--- src/rtl/player_ctrl_if.sv ---
// Bundle of the player controller's frame/button/position inputs and
// sprite-sweep/VGA outputs; master is the controller side.
interface player_ctrl_if;
  logic       frame_tick;
  logic       btn_up;
  logic       btn_down;
  logic [6:0] y_cur;
  logic       add_x;
  logic [1:0] add_y;
  logic       y_pos_mod;
  logic       y_neg_mod;
  logic       plot;
  logic [2:0] colour;
  logic       busy;

  modport master (
    input  frame_tick, btn_up, btn_down, y_cur,
    output add_x, add_y, y_pos_mod, y_neg_mod, plot, colour, busy
  );

  modport slave (
    output frame_tick, btn_up, btn_down, y_cur,
    input  add_x, add_y, y_pos_mod, y_neg_mod, plot, colour, busy
  );
endinterface

--- src/rtl/player_ctrl.sv ---
// Player control FSM: per-frame button sampling, bounds check, and the
// erase / move / redraw sequence over the 2x4 ship sprite.
module player_ctrl #(
  parameter logic [2:0] SHIP_COLOUR = 3'b010,
  parameter logic [2:0] BG_COLOUR   = 3'b000,
  parameter logic [6:0] Y_MAX       = 7'd116
) (
  input  logic           clk,
  input  logic           reset_n,
  player_ctrl_if.master  bus
);

  typedef enum logic [2:0] {S_INIT, S_IDLE, S_ERASE, S_MOVE, S_DRAW} state_t;
  typedef enum logic [1:0] {DIR_NONE, DIR_UP, DIR_DOWN} dir_t;

  state_t     state_q, state_d;
  dir_t       dir_q, dir_d;
  logic [2:0] cnt_q, cnt_d;
  logic       rst_q;
  logic       up_meta_q, up_s_q, down_meta_q, down_s_q;

  logic       up_legal, down_legal;
  logic       add_x_o;
  logic [1:0] add_y_o;
  logic       y_pos_mod_o, y_neg_mod_o, plot_o, busy_o;
  logic [2:0] colour_o;

  // rst_q marks the cycle(s) that follow a sampled reset: INIT is loaded but
  // held silent, so INIT's first pixel appears only after reset_n is seen high.
  always_ff @(posedge clk) begin
    if (!reset_n) begin
      state_q     <= S_INIT;
      cnt_q       <= '0;
      dir_q       <= DIR_NONE;
      rst_q       <= 1'b1;
      up_meta_q   <= 1'b0;
      up_s_q      <= 1'b0;
      down_meta_q <= 1'b0;
      down_s_q    <= 1'b0;
    end else begin
      state_q     <= state_d;
      cnt_q       <= cnt_d;
      dir_q       <= dir_d;
      rst_q       <= 1'b0;
      up_meta_q   <= bus.btn_up;
      up_s_q      <= up_meta_q;
      down_meta_q <= bus.btn_down;
      down_s_q    <= down_meta_q;
    end
  end

  always_comb begin
    up_legal   = up_s_q & ~down_s_q & (bus.y_cur != '0);
    down_legal = down_s_q & ~up_s_q & (bus.y_cur < Y_MAX);
  end

  always_comb begin
    state_d = state_q;
    cnt_d   = cnt_q;
    dir_d   = dir_q;
    if (!rst_q) begin
      unique case (state_q)
        S_INIT: begin
          if (cnt_q == 3'd7) begin
            state_d = S_IDLE;
            cnt_d   = '0;
          end else begin
            cnt_d = cnt_q + 3'd1;
          end
        end
        S_IDLE: begin
          if (bus.frame_tick && (up_legal || down_legal)) begin
            state_d = S_ERASE;
            cnt_d   = '0;
            dir_d   = up_legal ? DIR_UP : DIR_DOWN;
          end
        end
        S_ERASE: begin
          if (cnt_q == 3'd7) begin
            state_d = S_MOVE;
            cnt_d   = '0;
          end else begin
            cnt_d = cnt_q + 3'd1;
          end
        end
        S_MOVE: begin
          state_d = S_DRAW;
          cnt_d   = '0;
        end
        S_DRAW: begin
          if (cnt_q == 3'd7) begin
            state_d = S_IDLE;
            cnt_d   = '0;
            dir_d   = DIR_NONE;
          end else begin
            cnt_d = cnt_q + 3'd1;
          end
        end
        default: begin
          state_d = S_INIT;
          cnt_d   = '0;
          dir_d   = DIR_NONE;
        end
      endcase
    end
  end

  always_comb begin
    add_x_o     = cnt_q[0];
    add_y_o     = cnt_q[2:1];
    y_pos_mod_o = 1'b0;
    y_neg_mod_o = 1'b0;
    plot_o      = 1'b0;
    colour_o    = BG_COLOUR;
    busy_o      = (state_q != S_IDLE);
    if (!rst_q) begin
      unique case (state_q)
        S_INIT, S_DRAW: begin
          plot_o   = 1'b1;
          colour_o = SHIP_COLOUR;
        end
        S_ERASE: plot_o = 1'b1;
        S_MOVE: begin
          y_pos_mod_o = (dir_q == DIR_UP);
          y_neg_mod_o = (dir_q == DIR_DOWN);
        end
        default: ;
      endcase
    end
  end

  assign bus.add_x     = add_x_o;
  assign bus.add_y     = add_y_o;
  assign bus.y_pos_mod = y_pos_mod_o;
  assign bus.y_neg_mod = y_neg_mod_o;
  assign bus.plot      = plot_o;
  assign bus.colour    = colour_o;
  assign bus.busy      = busy_o;

endmodule

--- src/flat_wrapper.sv ---
// flat-port wrapper written by rule: the top's interface ports become plain ports
module player_ctrl_flat 
#(
  parameter logic [2:0] SHIP_COLOUR = 3'b010,
  parameter logic [2:0] BG_COLOUR   = 3'b000,
  parameter logic [6:0] Y_MAX       = 7'd116
)
  (clk, reset_n, bus_frame_tick, bus_btn_up, bus_btn_down, bus_y_cur, bus_add_x, bus_add_y, bus_y_pos_mod, bus_y_neg_mod, bus_plot, bus_colour, bus_busy);
  player_ctrl_if bus_i ();
  input  logic clk;
  input  logic reset_n;
  input wire logic [$bits(bus_i.frame_tick)-1:0] bus_frame_tick;
  input wire logic [$bits(bus_i.btn_up)-1:0] bus_btn_up;
  input wire logic [$bits(bus_i.btn_down)-1:0] bus_btn_down;
  input wire logic [$bits(bus_i.y_cur)-1:0] bus_y_cur;
  output wire logic [$bits(bus_i.add_x)-1:0] bus_add_x;
  output wire logic [$bits(bus_i.add_y)-1:0] bus_add_y;
  output wire logic [$bits(bus_i.y_pos_mod)-1:0] bus_y_pos_mod;
  output wire logic [$bits(bus_i.y_neg_mod)-1:0] bus_y_neg_mod;
  output wire logic [$bits(bus_i.plot)-1:0] bus_plot;
  output wire logic [$bits(bus_i.colour)-1:0] bus_colour;
  output wire logic [$bits(bus_i.busy)-1:0] bus_busy;
  assign bus_i.frame_tick = bus_frame_tick;
  assign bus_i.btn_up = bus_btn_up;
  assign bus_i.btn_down = bus_btn_down;
  assign bus_i.y_cur = bus_y_cur;
  assign bus_add_x = bus_i.add_x;
  assign bus_add_y = bus_i.add_y;
  assign bus_y_pos_mod = bus_i.y_pos_mod;
  assign bus_y_neg_mod = bus_i.y_neg_mod;
  assign bus_plot = bus_i.plot;
  assign bus_colour = bus_i.colour;
  assign bus_busy = bus_i.busy;
  player_ctrl #(.SHIP_COLOUR(SHIP_COLOUR), .BG_COLOUR(BG_COLOUR), .Y_MAX(Y_MAX)) u_core (.clk(clk), .reset_n(reset_n), .bus(bus_i));
endmodule
--- config.mk ---
export PLATFORM = sky130hd
export DESIGN_NAME = player_ctrl_flat
export DESIGN_NICKNAME = d
export VERILOG_FILES = /design/src/rtl/player_ctrl_if.sv /design/src/rtl/player_ctrl.sv /design/src/flat_wrapper.sv
export SDC_FILE = /design/constraint.sdc
export NUM_CORES = 1
export LEC_CHECK = 0
export BUFFER_PORTS_ARGS = -buffer_cell sky130_fd_sc_hd__buf_2
export CAP_MARGIN = 30
export CORE_MARGIN = 2
export CORE_UTILIZATION = 47
export DETAILED_ROUTE_END_ITERATION = 8
export GPL_ROUTABILITY_DRIVEN = 0
export PLACE_DENSITY = 0.8
export SYNTH_ARGS = -nofsm -noshare
export SYNTH_HDL_FRONTEND = slang
export SYNTH_SLANG_ARGS = --single-unit
--- constraint.sdc ---
create_clock -name clk -period 1.8 [get_ports clk]
set_input_delay 0.18 -clock clk [delete_from_list [all_inputs] [get_ports clk]]
set_output_delay 0.18 -clock clk [all_outputs]
set_load 0.02 [all_outputs]
# Yosys cells after proc, flatten, opt, wreduce, memory -nomap -nowiden
# Cells that the tools add are included.
[classes]
add_sub_neg = 1
n_lt_le_gt_ge = 1
n_eq_ne = 12
n_mux = 20
bitwise_logic = 8
reduce_logical = 10
[op_table]
columns = ["cell", "count"]
rows = [
  ["3-bit 2-to-1 mux", 6],
  ["3-bit one-hot mux with 4 select lines", 1],
  ["2-bit 2-to-1 mux", 4],
  ["2-bit by 1-bit inequality test with 1-bit output, second input constant", 4],
  ["4-bit AND reduction", 2],
  ["7-bit less-than comparator, second input constant", 1],
  ["1-bit 2-to-1 mux", 7],
  ["7-bit nonzero test", 1],
  ["3-bit by 2-bit equality test with 1-bit output, second input constant", 2],
  ["3-bit equality test, second input constant", 2],
  ["2-bit one-hot mux with 3 select lines", 1],
  ["3-bit one-hot mux with 2 select lines", 1],
  ["3-bit OR reduction", 2],
  ["1-bit bitwise AND", 4],
  ["1-bit NOT", 4],
  ["3-bit by 1-bit adder with 3-bit output, second input constant", 1],
  ["3-bit by 1-bit equality test with 1-bit output, second input constant", 1],
  ["3-bit zero test", 1],
  ["3-bit by 1-bit inequality test with 1-bit output, second input constant", 1],
  ["2-bit by 1-bit equality test with 1-bit output, second input constant", 1],
  ["2-bit equality test, second input constant", 1],
  ["2-bit AND reduction", 1],
  ["2-bit OR reduction", 1],
  ["1-bit logical AND", 1],
  ["1-bit logical OR", 1],
]
[totals]
regBits = 13
in_bits = 12
out_inout_bits = 10
wordCells = 60

# Logic depth before layout (Yosys ltp)
[logic_depth]
word_depth = 7
ltp_mapped = 6
depth_no_buf = 5

# Worst setup path before layout
# OpenSTA, ideal clock, no wires.
[synth_path]
kind = "register -> output"
start = "register u_core.state_q[1]"
end = "output port bus_y_neg_mod"
t_arrival_ps = 1548
required_time_ps = 1620
setup_slack_ps = 72
stages_incl_launch_ff = 4
n_path_buf = 1
path_cell_list = "dfxtp_1 -> buf_2 -> or4bb_1 -> nor3b_1"
[synth_between]
elab_chain_cells = 3
[synth_rtl]
columns = ["item", "line_no", "text"]
rows = [
  ["start: declaration", "player_ctrl.sv:16", "state_t state_q, state_d;"],
  ["start signal: assignment", "player_ctrl.sv:41", "state_q <= state_d;"],
  ["3-bit by 2-bit equality test with 1-bit output", "player_ctrl.sv:117", "unique case (state_q)"],
  ["1-bit 2-to-1 mux", "player_ctrl.sv:117", ""],
  ["1-bit 2-to-1 mux", "player_ctrl.sv:116", "if (!rst_q) begin"],
  ["end: declaration", "flat_wrapper.sv:19", "output wire logic [$bits(bus_i.y_neg_mod)-1:0] bus_y_neg_mod;"],
]
# Every way passes these cells.

# Worst setup path after layout
# Same ends and word-level chain as after synthesis.

==> flow_summary.yaml <==
placed_design:
  detailed_place.area_um2: 763
  io_buffers: 19
  hpwlAfterDp_um: 911
route:
  drt_drc_violations_left: 0
  drt-wirelength-per-cell_um: 11.5
  vias: 570
  totalWireLength_um: 1260
  ant_nets: 0
  via_per_inst: 5.18
  detailedRoute.firstIterationViolations: 13
  dr.pass1.iters: 2
floorplanning:
  die_w_um: 41.8
  floorplan.core_area_mm2: 0.00132
  io_pins: 22
  design.die.area_mm2: 0.00175
  die_h_um: 41.8
  rows: 13
  initial_utilization_pct: 50.9
worst_setup_path:
  crit_buf_inv: 1
  worst-path-stages: 3
  crit_path_top_delay_cell: "or4bb_4"
  arrival_ns: 1.58
  max_stage_delay_ns: 0.56
  worst-r2r-cell-count: 4
  worst-setup-path-type: "reg -> out"
  crit_path_end_kind: "output port"
  largest_fanout_of_any_net_on_the_critical_path: 6
  required_ns: 1.62
  worstPathCellList: "or4bb_4, nor3b_1, buf_2"
  critical-path-top-delay-family: "simple AND/OR/NAND/NOR gates"
  start_kind: "flop"
clock_network:
  cts-buffers-inserted: 3
  worstSkewPairLatency_ns: 0.27
  clkSinkCount: 13
  cts-htree-levels: 1
  tritoncts: "yes"
  clock_tree.root_cell: "clkbuf_4"
  cts_max_path_buffers: 2
  cts.clk_slew.worst_paths_ns: 0.08
yosys:
  synth-compound-area-share_pct: 12.9
  post_syn_area_um2: 671
  yosysMostFrequentCell: "dfxtp_1"
  yosys_most_used_dff: "dfxtp_1"
  synthesis.yosys.warnings: 0
  synth_top_family_by_area: "simple AND/OR/NAND/NOR gates"
  synth_enable_flop_cells: 0
  post_synth_inst_count: 75
  top_cells_by_instance_count_after_synthesis: "13 x dfxtp_1, 8 x nand2_1, 6 x mux2i_1, 5 x nand3_1, 4 x and2_1"
  yosys.area_share.adder_pct: 3.73
  synth.top_cells.by_area: "dfxtp_1 39%, mux2i_1 9.0%, nand2_1 4.5%, and2_1 3.7%, ha_1 3.7%"
  synth-xor-area-share_pct: 1.31
  muxShareOfSynthArea_pct: 8.96
  sequential_area_share_after_synthesis_pct: 38.8
  postSynthAreaPerCell_um2: 8.94
  synth_cell_types: 33
  top_area_cell_type_share_of_the_netlist_area_pct: 38.8
  ys_async_sr_fraction_pct: 0
  synth_simple_gate_area_share_pct: 27.2
  synth.largest_area_cell: "dfxtp_1"
  synth.ff_latch_count: 13
cells_and_area:
  area_added_between_synthesis_and_finish_pct: 20.5
  fraction_of_final_layout_cells_sized_beyond_drive_strength_1_pct: 34.7
  antenna_diodes: 0
  final_nets: 110
  layout.cell_area.non_filler_um2: 808
timing:
  final.setup_skew_ns: 0.00299
  finalCriticalPeriod_ns: 1.76
  fin_crit_sh_pct: 97.9
  achievable_clock_frequency_ghz: 0.568
  finalSetupViolations: 0
  finalHoldViolations: 0
  final_max_tran_viols: 0
pwr:
  power_leakage_nw: 0.370
  power_per_cell_area_mw_per_mm2: 671
  ir_drop_uv: 496
  fin_total_pwr_mw: 0.543
global_route:
  grt_start_max_net_pins: 18
  grt_pass1_wl_um: 2150
  aggregate_global_routing_overflow: 0
  grt_usage_pct: 15.6
  initial_antenna_violation_count: 0
  grt_pass1_vias: 496
job:
  max_cap_violations: 0
hold_path:
  timing.hold.worst_path_depth: 2
  min_path_type: "in -> reg"
run_status:
  outcome: "completed"
## logic make-up after synthesis
logic type / after synthesis
AND/OR/NAND/NOR: 32
flip-flops: 13
AO/OA/AOI/OAI: 11
buffers and inverters: 9
multiplexers: 6
adder cells (fa/ha/maj): 2
other: 1
XOR/XNOR: 1
## timing repair
item                                    CTS  global route
resized for setup                         3             2
hold buffers                              0             0
endpoints found under the setup margin    2             2
setup buffers                             0             1
gates cloned                              0             0
## power breakdown
group          internal [mW]  switching (mW)  total [mW]
clock                 0.0823          0.0955       0.178
sequential             0.296         0.00707       0.303
combinational         0.0255          0.0365      0.0620
total                  0.404           0.139       0.543
## cell type report
type	count	area (um2)
fill	119	509
multi-input combinational	54	374
inverter	3	11.3
clock inverter	1	5.00
clock buffer	3	22.5
timing repair buffer	21	110
sequential	13	267
tap	15	18.8
## layout by cell type, fill, tap and decap left out, types with 2 or more instances in the layout
master / Yosys / routed
conb_1: 1 / 2
clkbuf_4: 0 / 3
and2_1: 4 / 4
dfxtp_2: 0 / 2
mux2i_1: 6 / 6
dfxtp_1: 13 / 10
buf_4: 2 / 2
ha_1: 2 / 2
o21ai_0: 3 / 3
nor3_1: 3 / 3
nor3b_1: 2 / 2
nand2_1: 8 / 8
inv_1: 3 / 3
buf_2: 2 / 19
nand3_1: 5 / 5
## routing by layer
layer  vias to the layer above  global-route usage (%)  share of wire, %
li1                        302                       -                 -
met1                       249                    19.7                48
met2                        15                    25.3                46
met3                         4                    2.61               4.2
met4                         0                    7.74               2.0
met5                         -                       0                 0
## stage by stage
stage / setup WS [ns] / hold slack [ns] / util, % / std cells / setup TNS (ns)
after floorplan: 0.0724 / 0.307 / - / 76 / 0
after global placement: 0.200 / 0.384 / 57.9 / 105 / 0
after detailed placement: 0.158 / 0.392 / 57.9 / 105 / 0
after CTS: 0.0159 / 0.101 / 60.6 / 109 / 0
after global routing: -0.00152 / 0.105 / 61.3 / 110 / -0.00152
final: 0.0383 / 0.107 / 61.3 / 110 / 0
## final timing paths
kind / start / to / slack [ns]
setup / recovery: u_core.state_q[1] / bus_y_neg_mod / 0.04
hold reg to reg: u_core.up_meta_q / u_core.up_s_q / 0.44
setup reg to reg: u_core.state_q[0] / u_core.state_q[1] / 0.20
hold / removal: bus_btn_down / u_core.down_meta_q / 0.11
## state kept, by name, indices dropped and copies added, names as in the netlist
| register | count |
|---|---|
| u_core.down_meta_q | 1 |
| u_core.state_q | 3 |
| u_core.up_s_q | 1 |
| u_core.down_s_q | 1 |
| u_core.cnt_q | 3 |
| u_core.dir_q | 2 |
| u_core.rst_q | 1 |
| u_core.up_meta_q | 1 |
Note: power is estimated with default switching activity, not from simulation.
